`config.mk`:
```
export PLATFORM = sky130hd
export DESIGN_NAME = hack_boot_ctrl_flat
export DESIGN_NICKNAME = d
export VERILOG_FILES = /design/src/rtl/hack_pkg.sv /design/src/rtl/hack_boot_ctrl_if.sv /design/src/rtl/hack_gap_timer.sv /design/src/rtl/hack_boot_ctrl.sv /design/src/flat_wrapper.sv
export SDC_FILE = /design/constraint.sdc
export NUM_CORES = 1
export LEC_CHECK = 0
export BUFFER_PORTS_ARGS = -buffer_cell sky130_fd_sc_hd__buf_2
export CORE_MARGIN = 5
export CORE_UTILIZATION = 53
export DETAILED_ROUTE_END_ITERATION = 8
export GPL_TIMING_DRIVEN = 0
export PLACE_DENSITY = 0.78
export SYNTH_ARGS = -nofsm -noshare
export SYNTH_HDL_FRONTEND = slang
export SYNTH_SLANG_ARGS = --single-unit
```
`constraint.sdc`:
```
create_clock -name CLK -period 3.7 [get_ports CLK]
set_input_delay 0.925 -clock CLK [delete_from_list [all_inputs] [get_ports CLK]]
set_output_delay 0.925 -clock CLK [all_outputs]
set_load 0.02 [all_outputs]
```
`src/rtl/hack_pkg.sv`:
```
// Shared types and constants for the Hack boot sequencer.
package hack_pkg;

  typedef enum logic [2:0] {
    ST_IDLE,
    ST_CNT_HI,
    ST_CNT_LO,
    ST_DATA_HI,
    ST_DATA_LO,
    ST_CSUM,
    ST_RUN,
    ST_ERROR
  } hack_boot_state_t;

  localparam logic [7:0] HACK_SYNC_BYTE = 8'hA5;
  localparam int         HACK_ROM_DEPTH = 1001;

endpackage

```
`src/rtl/hack_boot_ctrl_if.sv`:
```
// UART byte stream, shell halt, ROM write bus and status of the boot sequencer.
// Handshake: i_rx_byte is valid only in a cycle with i_rx_dv high; there is no backpressure,
// so every strobed byte is consumed (or deliberately dropped) in that same cycle.
interface hack_boot_ctrl_if #(
  parameter int ADDR_W = 16
);
  logic [7:0]        i_rx_byte;
  logic              i_rx_dv;
  logic              i_halt;
  logic              o_rom_cs;
  logic              o_rom_write;
  logic [ADDR_W-1:0] o_rom_addr;
  logic [15:0]       o_rom_data;
  logic              o_cpu_reset;
  logic              o_mode;
  logic              o_error;
  logic [ADDR_W-1:0] o_words_loaded;

  modport master (
    input  i_rx_byte, i_rx_dv, i_halt,
    output o_rom_cs, o_rom_write, o_rom_addr, o_rom_data,
    output o_cpu_reset, o_mode, o_error, o_words_loaded
  );

  modport slave (
    output i_rx_byte, i_rx_dv, i_halt,
    input  o_rom_cs, o_rom_write, o_rom_addr, o_rom_data,
    input  o_cpu_reset, o_mode, o_error, o_words_loaded
  );
endinterface

```
`src/rtl/hack_gap_timer.sv`:
```
// Counts idle cycles between received bytes; expired stays high once the limit is reached.
module hack_gap_timer #(
  parameter int TIMEOUT_CYCLES = 1000000
) (
  input  logic CLK,
  input  logic reset,
  input  logic clear,
  input  logic enable,
  output logic expired
);
  localparam int CW = (TIMEOUT_CYCLES > 1) ? $clog2(TIMEOUT_CYCLES) : 1;
  localparam logic [CW-1:0] LAST = CW'(TIMEOUT_CYCLES - 1);

  logic [CW-1:0] cnt_q;

  always_ff @(posedge CLK) begin
    if (reset || clear || !enable) begin
      cnt_q <= '0;
    end else if (cnt_q != LAST) begin
      cnt_q <= cnt_q + CW'(1);
    end
  end

  assign expired = enable && (cnt_q == LAST);
endmodule

```
`src/rtl/hack_boot_ctrl.sv`:
```
// Boot sequencer: receives a framed, XOR-checked program image over UART, writes it to ROM,
// then releases the CPU; a shell halt returns it to boot mode.
module hack_boot_ctrl
  import hack_pkg::*;
#(
  parameter int ADDR_W         = 16,
  parameter int ROM_DEPTH      = HACK_ROM_DEPTH,
  parameter int TIMEOUT_CYCLES = 1000000
) (
  input  logic                    CLK,
  input  logic                    i_reset,
  hack_boot_ctrl_if.master        bus,
  output hack_boot_state_t        o_dbg_state
);
  hack_boot_state_t  state_q, state_d;
  logic [15:0]       count_q, count_d;
  logic [7:0]        hi_q, hi_d;
  logic [7:0]        acc_q, acc_d;
  logic [ADDR_W-1:0] idx_q, idx_d;
  logic [ADDR_W-1:0] addr_q, addr_d;
  logic [15:0]       data_q, data_d;
  logic              wr_q, wr_d;
  logic              cpu_reset_q, mode_q, error_q;
  logic              gap_en, gap_clr, gap_expired;

  wire       dv   = bus.i_rx_dv;
  wire [7:0] rx_b = bus.i_rx_byte;

  assign gap_en  = (state_q inside {ST_CNT_HI, ST_CNT_LO, ST_DATA_HI, ST_DATA_LO, ST_CSUM});
  assign gap_clr = dv || (state_d != state_q);

  hack_gap_timer #(.TIMEOUT_CYCLES(TIMEOUT_CYCLES)) u_gap (
    .CLK     (CLK),
    .reset   (i_reset),
    .clear   (gap_clr),
    .enable  (gap_en),
    .expired (gap_expired)
  );

  always_ff @(posedge CLK) begin
    if (i_reset) begin
      state_q     <= ST_IDLE;
      count_q     <= '0;
      hi_q        <= '0;
      acc_q       <= '0;
      idx_q       <= '0;
      addr_q      <= '0;
      data_q      <= '0;
      wr_q        <= 1'b0;
      cpu_reset_q <= 1'b1;
      mode_q      <= 1'b0;
      error_q     <= 1'b0;
    end else begin
      state_q     <= state_d;
      count_q     <= count_d;
      hi_q        <= hi_d;
      acc_q       <= acc_d;
      idx_q       <= idx_d;
      addr_q      <= addr_d;
      data_q      <= data_d;
      wr_q        <= wr_d;
      cpu_reset_q <= (state_d != ST_RUN);
      mode_q      <= (state_d == ST_RUN);
      error_q     <= (state_d == ST_ERROR);
    end
  end

  always_comb begin
    state_d = state_q;
    count_d = count_q;
    hi_d    = hi_q;
    acc_d   = acc_q;
    idx_d   = idx_q;
    addr_d  = addr_q;
    data_d  = data_q;
    wr_d    = 1'b0;
    case (state_q)
      ST_IDLE, ST_ERROR: begin
        if (dv && rx_b == HACK_SYNC_BYTE) state_d = ST_CNT_HI;
      end
      ST_CNT_HI: begin
        if (dv) begin
          count_d[15:8] = rx_b;
          state_d       = ST_CNT_LO;
        end else if (gap_expired) state_d = ST_ERROR;
      end
      ST_CNT_LO: begin
        if (dv) begin
          count_d = {count_q[15:8], rx_b};
          idx_d   = '0;
          acc_d   = '0;
          if (count_d == 16'd0)                state_d = ST_CSUM;
          else if (int'(count_d) > ROM_DEPTH)  state_d = ST_ERROR;
          else                                 state_d = ST_DATA_HI;
        end else if (gap_expired) state_d = ST_ERROR;
      end
      ST_DATA_HI: begin
        if (dv) begin
          hi_d    = rx_b;
          acc_d   = acc_q ^ rx_b;
          state_d = ST_DATA_LO;
        end else if (gap_expired) state_d = ST_ERROR;
      end
      ST_DATA_LO: begin
        // The write strobe is registered, so it appears the cycle after the low byte.
        if (dv) begin
          wr_d    = 1'b1;
          addr_d  = idx_q;
          data_d  = {hi_q, rx_b};
          idx_d   = idx_q + ADDR_W'(1);
          acc_d   = acc_q ^ rx_b;
          state_d = (int'(idx_d) == int'(count_q)) ? ST_CSUM : ST_DATA_HI;
        end else if (gap_expired) state_d = ST_ERROR;
      end
      ST_CSUM: begin
        if (dv) state_d = (rx_b == acc_q) ? ST_RUN : ST_ERROR;
        else if (gap_expired) state_d = ST_ERROR;
      end
      ST_RUN: begin
        // Bytes are ignored here, including one that arrives together with the halt.
        if (bus.i_halt) state_d = ST_IDLE;
      end
      default: state_d = ST_IDLE;
    endcase
  end

  assign bus.o_rom_cs       = cpu_reset_q;
  assign bus.o_cpu_reset    = cpu_reset_q;
  assign bus.o_mode         = mode_q;
  assign bus.o_error        = error_q;
  assign bus.o_rom_write    = wr_q;
  assign bus.o_rom_addr     = addr_q;
  assign bus.o_rom_data     = data_q;
  assign bus.o_words_loaded = idx_q;
  assign o_dbg_state        = state_q;
endmodule

```
`src/flat_wrapper.sv`:
```
// flat-port wrapper written by rule: the top's interface ports become plain ports
module hack_boot_ctrl_flat import hack_pkg::*;
#(
  parameter int ADDR_W         = 16,
  parameter int ROM_DEPTH      = HACK_ROM_DEPTH,
  parameter int TIMEOUT_CYCLES = 1000000
)
  (CLK, i_reset, o_dbg_state, bus_i_rx_byte, bus_i_rx_dv, bus_i_halt, bus_o_rom_cs, bus_o_rom_write, bus_o_rom_addr, bus_o_rom_data, bus_o_cpu_reset, bus_o_mode, bus_o_error, bus_o_words_loaded);
  hack_boot_ctrl_if #(.ADDR_W(ADDR_W)) bus_i ();
  input  logic CLK;
  input  logic i_reset;
  output hack_boot_state_t o_dbg_state;
  input wire logic [$bits(bus_i.i_rx_byte)-1:0] bus_i_rx_byte;
  input wire logic [$bits(bus_i.i_rx_dv)-1:0] bus_i_rx_dv;
  input wire logic [$bits(bus_i.i_halt)-1:0] bus_i_halt;
  output wire logic [$bits(bus_i.o_rom_cs)-1:0] bus_o_rom_cs;
  output wire logic [$bits(bus_i.o_rom_write)-1:0] bus_o_rom_write;
  output wire logic [$bits(bus_i.o_rom_addr)-1:0] bus_o_rom_addr;
  output wire logic [$bits(bus_i.o_rom_data)-1:0] bus_o_rom_data;
  output wire logic [$bits(bus_i.o_cpu_reset)-1:0] bus_o_cpu_reset;
  output wire logic [$bits(bus_i.o_mode)-1:0] bus_o_mode;
  output wire logic [$bits(bus_i.o_error)-1:0] bus_o_error;
  output wire logic [$bits(bus_i.o_words_loaded)-1:0] bus_o_words_loaded;
  assign bus_i.i_rx_byte = bus_i_rx_byte;
  assign bus_i.i_rx_dv = bus_i_rx_dv;
  assign bus_i.i_halt = bus_i_halt;
  assign bus_o_rom_cs = bus_i.o_rom_cs;
  assign bus_o_rom_write = bus_i.o_rom_write;
  assign bus_o_rom_addr = bus_i.o_rom_addr;
  assign bus_o_rom_data = bus_i.o_rom_data;
  assign bus_o_cpu_reset = bus_i.o_cpu_reset;
  assign bus_o_mode = bus_i.o_mode;
  assign bus_o_error = bus_i.o_error;
  assign bus_o_words_loaded = bus_i.o_words_loaded;
  hack_boot_ctrl #(.ADDR_W(ADDR_W), .ROM_DEPTH(ROM_DEPTH), .TIMEOUT_CYCLES(TIMEOUT_CYCLES)) u_core (.CLK(CLK), .i_reset(i_reset), .bus(bus_i), .o_dbg_state(o_dbg_state));
endmodule
```
==> impl_metrics.tcl <==
set metrics [dict create \
    r2r_slack_ps 540 \
    ant_nets 0 \
    antenna_found_initial 0 \
    async_reset_ff_share_pct 0 \
    yosysSeqAreaShare_pct 41.6 \
    fin_util_pct 60.2 \
    first_pass_iters 6 \
    powerDensity_nw_per_um2 336 \
    cts_root_buf "clkbuf_8" \
    grt_max_degree 19 \
    cts_tree "done" \
    initial_utilization_pct 53.4 \
    internal_power_w 0.00149 \
    ctsLongestPathBuffers 2 \
    status "finished, final reports clean" \
    hold_buffers 0 \
    overflow 0 \
    ys_types 64 \
    synth_top_area_share_pct 41.6 \
    io_pins 68 \
    area_growth_pct 12.7 \
    drcViolationCount 0 \
    power_w 0.00195 \
    dieWidth_microns 109 \
    clock_sinks 107 \
    synthesis.area_per_instance_sq_um 8.01 \
    post-route-min-period_ps 3200 \
    cts_made_buffers 9 \
    synth_common_cells "nand2_1, dfxtp_1, a21oi_1, nor2_1, o21ai_0" \
    critical_path_required_ps 3960 \
    die_y_microns 109 \
    holdPathStages 2 \
    cp-start-kind "input port" \
    critPathArrivalTime_ps 3460 \
    peakVddDrop_v 0.000213 \
    syn_area_sq_um 5150 \
    synth-edff-count 0 \
    rows 36 \
    r2r_end "u_core.bus.o_cpu_reset" \
    maxSlewHeadroom_pct 30.1 \
    htreeDepth 3 \
    synth_area_leaders "dfxtp_1, nand2_1, a21oi_1, nor2_1, xnor2_1" \
    p_sw_share_pct 23.6 \
    gp_congestion 0.959 \
    path_class "input port to register" \
    postCtsResizedCells 0 \
    finClkSkew_ps 20.2 \
    combinationalPowerShare_pct 2.9 \
    grt_pass1_wl_mm 20.9 \
    pwr-share-seq_pct 59.0 \
    die_area_sq_um 11800 \
    timing.setup.tns_ps 0 \
    rsz0062_at_grt "false" \
    min_path_type "register to register" \
    drt-total-wl_mm 12.8 \
    insertedDiodeCount 0 \
    critPathCaptureType "register" \
    layout-drive-gt1-share_pct 13.1 \
    post-synth-top-count-cell "nand2_1" \
    grt_pass1_vias 4534 \
    syn_nets 657 \
    worstPathMaxFanout 10 \
    cap_violations 0 \
    ys.flop_type "dfxtp_1" \
    power_frac_clock_pct 38.0 \
    ys_warn_count 0 \
    worstSetupEndpoint "u_core.bus.o_words_loaded[13]" \
    ff2ff_path_depth 8 \
    leakage_nw 2.14 \
    switchingPower_w 0.000460 \
    slowest_stage "nor3_1" \
    vias_per_cell 5.70 \
    wl_per_cell_microns 15.1 \
    yosysTopAreaCell "dfxtp_1" \
    core_area_sq_um 9640 \
    drtIter0Drc 370 \
    nNetsFinal 726 \
    finalHoldViolCount 0 \
    dpl.hpwl_mm 9.48 \
    startpoint "bus_i_rx_dv" \
    max_freq_mhz 312 \
    nFillCells 926 \
    clkLatencyLatePin_ps 390 \
    setup_violations 0 \
    reg2reg_from "u_core.bus.o_words_loaded[0]" \
    gr-usage-all-layers_pct 22.1 \
    clk_pin_slew_worst_paths_ps 100 \
    slowest_delay_ps 830 \
    cts_setup_buffers 0 \
    vias 4844 \
    synthCells 643 \
    maxSlewViolCount 0 \
    path_cells "buf_2, clkbuf_1, nand2_1, nor3_1, nor3_1, clkbuf_1, o21ai_0, o31ai_1" \
    tightest_slew_ps 1040 \
    layout_worst_path_cycle_share_pct 86.5 \
    portBuffers 58 \
    synth_seq_cells 107 \
]
==> power by group through the flow <==
| stage | Clock [W] | Sequential, W | Combinational, W |
|---|---|---|---|
| final | 0.000742 | 0.00115 | 0.0000567 |
| after detailed placement | 0 | 0.00118 | 0.0000551 |
| after global placement | 0 | 0.00118 | 0.0000546 |
| after global routing | 0.000804 | 0.00115 | 0.0000607 |
| after CTS | 0.000754 | 0.00115 | 0.0000554 |
| after floorplan | 0 | 0.00118 | 0.0000363 |
==> placed cells by master (no fill, tap or decap), types with 4 or more instances in the layout <==
cell / n
mux2i_1: 9
clkbuf_8: 9
o31ai_1: 6
o211ai_1: 4
and3_1: 14
nor4_1: 5
or3_1: 4
nand2_1: 119
a21oi_1: 70
buf_2: 62
clkbuf_1: 34
nor3_1: 14
dfxtp_1: 107
xnor2_1: 24
nand3_1: 19
nor2_1: 63
o21ai_0: 34
nand3b_1: 8
nand4_1: 10
inv_1: 7
xor2_1: 19
==> flip-flops by register name, summed over array words and instances, names as in the netlist, 3 cells and up <==
name and cells:
u_core.acc_q 8, u_core.bus.o_rom_addr 16, u_core.bus.o_rom_data 16, u_core.bus.o_words_loaded 16, u_core.count_q 16, u_core.hi_q 8, u_core.o_dbg_state 3, u_core.u_gap.cnt_q 20
==> layer usage <==
layer  track usage, %  part of all wire [%]
met1             27.5                    42
met2             36.5                    48
met3             4.18                   6.2
met4             10.7                   3.0
met5                0                     0
==> kinds of logic after synthesis <==
logic type | share of synthesized area [%]
AND/OR/NAND/NOR | 27.5
AO/OA/AOI/OAI | 16.5
multiplexers | 1.75
XOR/XNOR | 7.75
adder cells (fa/ha/maj) | 0.486
buffers and inverters | 4.45
flip-flops | 41.6
==> worst max-delay path, delay by kind of cell <==
kind / cells / cell delay (ps)
simple gates: 3 / 1350
buf+inv: 3 / 850
compound gates: 2 / 320
==> final cells by class <==
cell class	count	area [sq um]	share of cell area [%]
Timing Repair Buffer	58	290	5.00
Multi-Input combinational cell	482	2780	47.8
Tap cell	133	166	2.87
Sequential cell	107	2140	36.9
Clock inverter	5	67.6	1.16
Clock buffer	11	131	2.26
Buffer	45	195	3.36
Inverter	9	33.8	0.582
==> worst min path at each step <==
| stage | from | to | slack [ps] |
|---|---|---|---|
| finish | u_core.bus.o_rom_addr[7] | u_core.bus.o_rom_addr[7] | 460 |
| global route | u_core.bus.o_rom_data[15] | u_core.bus.o_rom_data[15] | 470 |
| CTS | u_core.bus.o_rom_addr[8] | u_core.bus.o_rom_addr[8] | 460 |
| detailed placement | u_core.bus.o_rom_data[7] | u_core.bus.o_rom_data[7] | 440 |
| global placement | u_core.bus.o_rom_addr[11] | u_core.bus.o_rom_addr[11] | 440 |
| floorplan | u_core.hi_q[2] | u_core.bus.o_rom_data[10] | 430 |
==> through the flow <==
step,hold WS [ps],setup slack [ps],instance area [sq um],instances
final,455,499,5800,850
after global routing,475,261,5800,850
after CTS,459,572,5800,850
after detailed placement,444,243,5600,834
after global placement,438,247,5600,834
after floorplan,432,703,5150,643
Power figures use the tool's default switching activity.
